==> config.mk <==
export PLATFORM = sky130hd
export DESIGN_NAME = hilo_md_ctrl
export DESIGN_NICKNAME = d
export VERILOG_FILES = /design/src/rtl/hilo_md_ctrl.sv
export SDC_FILE = /design/constraint.sdc
export NUM_CORES = 1
export LEC_CHECK = 0
export CAP_MARGIN = 15
export CORE_UTILIZATION = 38
export DETAILED_ROUTE_END_ITERATION = 10
export PLACE_DENSITY = 0.83
export REMOVE_ABC_BUFFERS = 1
export SYNTH_ARGS = -nofsm -noshare
export SYNTH_HDL_FRONTEND = slang
export SYNTH_SLANG_ARGS = --single-unit
==> constraint.sdc <==
create_clock -name clock -period 6.88 [get_ports clock]
set_input_delay 1.376 -clock clock [delete_from_list [all_inputs] [get_ports clock]]
set_output_delay 1.376 -clock clock [all_outputs]
set_load 0.005 [all_outputs]
==> src/rtl/hilo_md_ctrl.sv <==
// HI/LO register file with DIV/DIVU sequencing onto external 32-cycle dividers.
// Define MULT_EN to compile in the internal 32-cycle shift-add multiplier for MULT/MULTU.
module hilo_md_ctrl (
  input  logic        clock,
  input  logic        reset,
  input  logic        op_valid,
  input  logic [2:0]  op_code,
  input  logic [31:0] rs_val,
  input  logic [31:0] rt_val,
  output logic        stall,
  output logic        md_done,
  output logic [31:0] hi,
  output logic [31:0] lo,
  output logic [31:0] div_dividend,
  output logic [31:0] div_divisor,
  output logic        div_start,
  input  logic        div_busy,
  input  logic [31:0] div_q,
  input  logic [31:0] div_r,
  output logic [31:0] divu_dividend,
  output logic [31:0] divu_divisor,
  output logic        divu_start,
  input  logic        divu_busy,
  input  logic [31:0] divu_q,
  input  logic [31:0] divu_r
);

  localparam logic [2:0] OP_DIV   = 3'b001;
  localparam logic [2:0] OP_DIVU  = 3'b010;
  localparam logic [2:0] OP_MULT  = 3'b011;
  localparam logic [2:0] OP_MULTU = 3'b100;
  localparam logic [2:0] OP_MTHI  = 3'b101;
  localparam logic [2:0] OP_MTLO  = 3'b110;

  typedef enum logic [2:0] {IDLE, DIV_ISSUE, DIV_WAIT, MUL_RUN, DONE} state_t;

  state_t state, next_state;
  logic   sel_unsigned;
  logic   seen_busy;
  logic   op_is_div;
  logic   op_is_mul;
  logic   sel_busy;

  assign op_is_div = (op_code == OP_DIV) || (op_code == OP_DIVU);
  assign sel_busy  = sel_unsigned ? divu_busy : div_busy;

`ifdef MULT_EN
  logic [63:0] acc;
  logic [63:0] mul_a;
  logic [31:0] mul_b;
  logic        mul_neg;
  logic [5:0]  mul_count;
  logic [63:0] acc_next;
  logic [63:0] product;
  logic [31:0] mag_a;
  logic [31:0] mag_b;
  logic        mul_signed;
  logic        mul_last;

  assign op_is_mul  = (op_code == OP_MULT) || (op_code == OP_MULTU);
  assign mul_signed = (op_code == OP_MULT);
  assign mag_a      = (mul_signed && rs_val[31]) ? (~rs_val + 32'd1) : rs_val;
  assign mag_b      = (mul_signed && rt_val[31]) ? (~rt_val + 32'd1) : rt_val;
  assign acc_next   = acc + (mul_b[0] ? mul_a : 64'd0);
  assign product    = mul_neg ? (~acc_next + 64'd1) : acc_next;
  assign mul_last   = (mul_count == 6'd31);

  always_ff @(posedge clock or posedge reset) begin
    if (reset) begin
      acc       <= '0;
      mul_a     <= '0;
      mul_b     <= '0;
      mul_neg   <= 1'b0;
      mul_count <= '0;
    end else if (state == IDLE && op_valid && op_is_mul) begin
      acc       <= '0;
      mul_a     <= {32'd0, mag_a};
      mul_b     <= mag_b;
      mul_neg   <= mul_signed && (rs_val[31] ^ rt_val[31]);
      mul_count <= '0;
    end else if (state == MUL_RUN) begin
      acc       <= acc_next;
      mul_a     <= mul_a << 1;
      mul_b     <= mul_b >> 1;
      mul_count <= mul_count + 6'd1;
    end
  end
`else
  assign op_is_mul = 1'b0;
`endif

  // NOTE: every output gets a default before the case so no latch is inferred.
  always_comb begin
    next_state = state;
    stall      = 1'b0;
    md_done    = 1'b0;
    div_start  = 1'b0;
    divu_start = 1'b0;
    case (state)
      IDLE: begin
        if (op_valid && op_is_div) begin
          stall      = 1'b1;
          next_state = (rt_val == 32'd0) ? DONE : DIV_ISSUE;
        end else if (op_valid && op_is_mul) begin
          stall      = 1'b1;
          next_state = MUL_RUN;
        end
      end
      DIV_ISSUE: begin
        stall      = 1'b1;
        div_start  = ~sel_unsigned;
        divu_start = sel_unsigned;
        next_state = DIV_WAIT;
      end
      DIV_WAIT: begin
        stall = 1'b1;
        if (!sel_busy && seen_busy) next_state = DONE;
      end
      MUL_RUN: begin
`ifdef MULT_EN
        stall = 1'b1;
        if (mul_last) next_state = DONE;
`else
        next_state = IDLE;
`endif
      end
      DONE: begin
        md_done    = 1'b1;
        next_state = IDLE;
      end
      default: next_state = IDLE;
    endcase
  end

  // NOTE: sequential state uses non-blocking assignments only.
  always_ff @(posedge clock or posedge reset) begin
    if (reset) state <= IDLE;
    else       state <= next_state;
  end

  // Busy only counts as finished once it has been seen high after the start pulse.
  always_ff @(posedge clock or posedge reset) begin
    if (reset) begin
      hi            <= '0;
      lo            <= '0;
      div_dividend  <= '0;
      div_divisor   <= '0;
      divu_dividend <= '0;
      divu_divisor  <= '0;
      sel_unsigned  <= 1'b0;
      seen_busy     <= 1'b0;
    end else begin
      case (state)
        IDLE: begin
          if (op_valid) begin
            case (op_code)
              OP_DIV: if (rt_val != 32'd0) begin
                div_dividend <= rs_val;
                div_divisor  <= rt_val;
                sel_unsigned <= 1'b0;
              end
              OP_DIVU: if (rt_val != 32'd0) begin
                divu_dividend <= rs_val;
                divu_divisor  <= rt_val;
                sel_unsigned  <= 1'b1;
              end
              OP_MTHI: hi <= rs_val;
              OP_MTLO: lo <= rs_val;
              default: ;
            endcase
          end
        end
        DIV_ISSUE: seen_busy <= 1'b0;
        DIV_WAIT: begin
          if (sel_busy) begin
            seen_busy <= 1'b1;
          end else if (seen_busy) begin
            lo <= sel_unsigned ? divu_q : div_q;
            hi <= sel_unsigned ? divu_r : div_r;
          end
        end
`ifdef MULT_EN
        MUL_RUN: if (mul_last) {hi, lo} <= product;
`endif
        default: ;
      endcase
    end
  end

endmodule

Yosys cells after proc, flatten, opt, wreduce, memory -nomap -nowiden

Cells that the tools add are included.
Widths: inputs -> output; s select.

Register bits after elaboration: 197

Equality and inequality tests: 17
Mux-type cells: 27
Bitwise logic cells: 1
Reduce and logical (&&, ||, !) cells: 18

Operator list:

| cell               | count |
|---|---|
| $mux 32            | 10 |
| $pmux 32 s2        | 2 |
| $logic_not 32->1   | 1 |
| $reduce_bool 32->1 | 1 |
| $reduce_and 5->1   | 3 |
| $ne 2x2->1 const B | 6 |
| $eq 3x3->1 const B | 3 |
| $mux 3             | 3 |
| $pmux 3 s3         | 1 |
| $mux 1             | 8 |
| $ne 2x1->1 const B | 4 |
| $reduce_and 4->1   | 2 |
| $eq 3x1->1 const B | 2 |
| $eq 3x2->1 const B | 2 |
| $pmux 1 s2         | 3 |
| $reduce_bool 2->1  | 3 |
| $reduce_and 2->1   | 2 |
| $logic_not 3->1    | 1 |
| $logic_and 1x1->1  | 2 |
| $reduce_or 2->1    | 1 |
| $logic_not 1->1    | 1 |
| $logic_or 1x1->1   | 1 |
| $not 1->1          | 1 |

Depth between registers and ports, before layout

Depth in word-level cells: 5
Mapped depth: 7
Mapped depth without buffers: 4

Least setup slack after synthesis

No wires, ideal clock.

Kind: input port to output port
From: input op_code[0]
To: output stall
Setup slack: 3,517 ps
Path buffers: 0
Data arrival time: 1,987 ps
Stages: 4
Data required time: 5,504 ps
Cell sequence: nand2b_1 a21oi_1 nor3_1 a211oi_1

Longest elaborated chain between the ends: 5
Elaborated cells on any way between the ends: 6
Classes of those cells: eq/ne: 2; mux: 2; reduce/logical: 2

RTL lines:

| item                                     | RTL line | RTL |
|---|---|---|
| from (decl)                              | 7        | `input logic [2:0] op_code,` |
| $eq 3x1->1 or $eq 3x2->1 (tied branches) | 44       | `assign op_is_div = (op_code == OP_DIV) \|\| (op_code == OP_DIVU);` |
| $logic_or 1x1->1 *                       | 44       |  |
| $logic_and 1x1->1 *                      | 101      | `if (op_valid && op_is_div) begin` |
| $mux 1 *                                 | 101      |  |
| $pmux 1 s2 *                             | 99       | `case (state)` |
| to (decl)                                | 10       | `output logic stall,` |

Every way passes the cells marked *; elsewhere a longest branch is shown, timed or not.

Final worst setup path

Same ends and word-level chain as after synthesis.

==> flow_metrics.env <==
export IMPL_status="completed"
export IMPL_drtIter0Drc=224
export IMPL_clk_latency_ps=430
export IMPL_cts_root_buf="clkbuf_16"
export IMPL_hold_ws_ps=491
export IMPL_ir_worst_vdd_uv=237
export IMPL_io_pins=396
export IMPL_reg2reg_slack_ps=3540
export IMPL_portBuffers=395
export IMPL_r2r_end="lo[3]"
export IMPL_fin_crit_ps=4390
export IMPL_drive_gt1_frac=0.221
export IMPL_slew_headroom=0.200
export IMPL_hpwl_um=18400
export IMPL_cp_endpoint="stall"
export IMPL_clk_pin_slew_ps=70
export IMPL_synth_seq_area_share=0.565
export IMPL_start_util=0.387
export IMPL_cts_tree="yes"
export IMPL_crit_fanout=3
export IMPL_num_vias=6641
export IMPL_synthCells=639
export IMPL_endpoint_kind="output pin"
export IMPL_worstRegToRegCells=4
export IMPL_finalSetupViolations=0
export IMPL_p_seq_frac=0.374
export IMPL_synthArstFlopShare=1.00
export IMPL_p_comb_frac=0.460
export IMPL_crit_path_start_kind="input pin"
export IMPL_grt_pass1_vias=6992
export IMPL_cts_buffer_depth=2
export IMPL_critPathLaunch="op_code[0]"
export IMPL_period_share=0.639
export IMPL_htree_levels=4
export IMPL_p_int_mw=3.95
export IMPL_synth_warnings=0
export IMPL_clkPwrFrac=0.166
export IMPL_p_leak_nw=5.60
export IMPL_timing_rr_start="sel_unsigned"
export IMPL_drc_errors=0
export IMPL_hp_class="register to register"
export IMPL_drtAntennaViolNets=0
export IMPL_post_cts_buffers=0
export IMPL_powerDensity_nw_per_um2=423
export IMPL_die_y_um=154
export IMPL_synth_cell_types=33
export IMPL_track_usage=0.213
export IMPL_synth_ff_type="dfrtp_1"
export IMPL_fillers=1858
export IMPL_diodes=0
export IMPL_finalHoldViolations=0
export IMPL_core_area_sq_um=22600
export IMPL_grt_pass1_wl_um=38600
export IMPL_worst_slew_pin_transition_ps=1200
export IMPL_dr_pass1_iters=4
export IMPL_gp_congestion=0.871
export IMPL_slew_violations=0
export IMPL_antenna_found_initial=0
export IMPL_clock_sinks=197
export IMPL_synth_edf_count=0
export IMPL_syn_avg_cell_area_sq_um=13.7
export IMPL_fin_nets=1220
export IMPL_final_setup_skew_ps=17.3
export IMPL_rsz0062_at_grt="no"
export IMPL_cts_inserted_buffers=17
export IMPL_cts_resized=0
export IMPL_required_ps=5500
export IMPL_crit_type="input pin to output pin"
export IMPL_routed_via_density=5.04
export IMPL_max_freq_ghz=0.228
export IMPL_ys_seq_elements=197
export IMPL_core_rowCount=55
export IMPL_fp_dieW_um=154
export IMPL_grt_overflow=0
export IMPL_routedWlPerCell_um=19.0
export IMPL_area_delta_synth_final_pct=54.2
export IMPL_routed_wirelength_um=25100
export IMPL_dieArea_sq_um=23600
export IMPL_power_mw=5.69
export IMPL_netSwitchingPower_mw=1.75
export IMPL_switching_share=0.307
export IMPL_grt_max_degree=100
export IMPL_critical_path_arrival_ps=3020
export IMPL_drv_cap=0
export IMPL_syn_cell_area_sq_um=8730
export IMPL_holdBufCountCts=0
-- state kept, by name, summed over array words and instances (netlist names) --
name           count
seen_busy          1
div_dividend      32
lo                32
sel_unsigned       1
divu_dividend     32
hi                32
div_divisor       32
state              3
divu_divisor      32
-- cell usage after synthesis (2+ instances only) --
cell | number | area share
nor2_1 | 37 | 0.016
mux2_2 | 180 | 0.23
nor3_1 | 2 | 0.0011
clkbuf_1 | 5 | 0.0022
dfrtp_1 | 197 | 0.56
o21ai_0 | 2 | 0.0011
buf_4 | 17 | 0.015
buf_1 | 5 | 0.0022
a21oi_1 | 66 | 0.038
o211a_1 | 2 | 0.0023
nor3b_1 | 2 | 0.0017
mux2_1 | 12 | 0.015
nor4_1 | 8 | 0.0057
mux2i_1 | 64 | 0.073
nand4_1 | 2 | 0.0014
buf_2 | 13 | 0.0075
inv_1 | 3 | 0.0013
nand2b_1 | 3 | 0.0022
nand2_1 | 5 | 0.0022
-- cells by family after synthesis --
logic type      Yosys count  share of synthesized area
compound gates           78                     0.0498
flops                   197                      0.565
buf+inv                  44                     0.0282
simple gates             63                     0.0341
mux                     257                      0.323
-- critical path: stages --
cell and delay (ps):
clkdlybuf4s50_1 440, nand2b_1 190, a21oi_1 230, nor3_1 70, a211oi_1 180, clkdlybuf4s50_1 530
-- worst min-delay path by stage --
stage                       endpoint  slack [ps]  cells after the start             start
floorplan                      hi[8]         480                      1             hi[8]
global placement              lo[21]         470                      1            lo[21]
detailed placement             hi[8]         480                      1             hi[8]
CTS                            hi[8]         490                      1             hi[8]
global route        div_dividend[22]         510                      1  div_dividend[22]
finish              div_dividend[22]         490                      1  div_dividend[22]
-- power groups by stage --
stage | Combinational (mW) | Clock (mW) | Sequential [mW]
floorplan | 1.05 | 0 | 2.14
global placement | 2.59 | 0 | 2.11
detailed placement | 2.64 | 0 | 2.15
CTS | 2.65 | 0.975 | 2.13
global route | 2.78 | 1.02 | 2.21
finish | 2.62 | 0.944 | 2.13
-- area by class of cell --
cell class / instances / area [sq um] / share of cell area
flip-flops and latches: 197 / 4930 / 0.367
multi-input cells: 398 / 3570 / 0.265
clock buffers: 19 / 443 / 0.0329
inverters: 3 / 18.8 / 0.00139
clock inverters: 12 / 119 / 0.00883
repair buffers: 403 / 4010 / 0.298
well taps: 285 / 357 / 0.0265
-- metal layers --
| layer | vias to the layer above | wire length, um | track usage |
|---|---|---|---|
| met5 | - | 0 | 0 |
| met4 | 0 | 542 | 0.0738 |
| met3 | 38 | 1630 | 0.0541 |
| met2 | 246 | 13200 | 0.389 |
| met1 | 3291 | 9730 | 0.242 |
| li1 | 3066 | - | - |
-- metrics by stage --
| stage | setup slack, ps | utilization | instance area, sq um | instances | TNS [ps] |
|---|---|---|---|---|---|
| floorplan | -1760 | - | 8490 | 598 | -54890 |
| global placement | 2520 | 0.571 | 12900 | 1286 | 0 |
| detailed placement | 2480 | 0.571 | 12900 | 1286 | 0 |
| CTS | 2480 | 0.596 | 13500 | 1317 | 0 |
| global route | 2380 | 0.596 | 13500 | 1317 | 0 |
| finish | 2490 | 0.596 | 13500 | 1317 | 0 |
-- cells in the final DEF (no fill, tap or decap), types with 2 or more instances in the layout --
cell type,instances
clkdlybuf4s50_1,395
dfrtp_1,196
mux2_2,180
a21oi_1,66
mux2i_1,64
nor2_1,37
clkbuf_16,17
mux2_1,12
nor4_1,8
buf_4,8
clkinv_4,6
nand2_1,5
inv_8,4
nand2b_1,3
nand4_1,2
nor3_1,2
inv_1,2
o211a_1,2
o21ai_0,2
(Power assumes the default switching activity.)
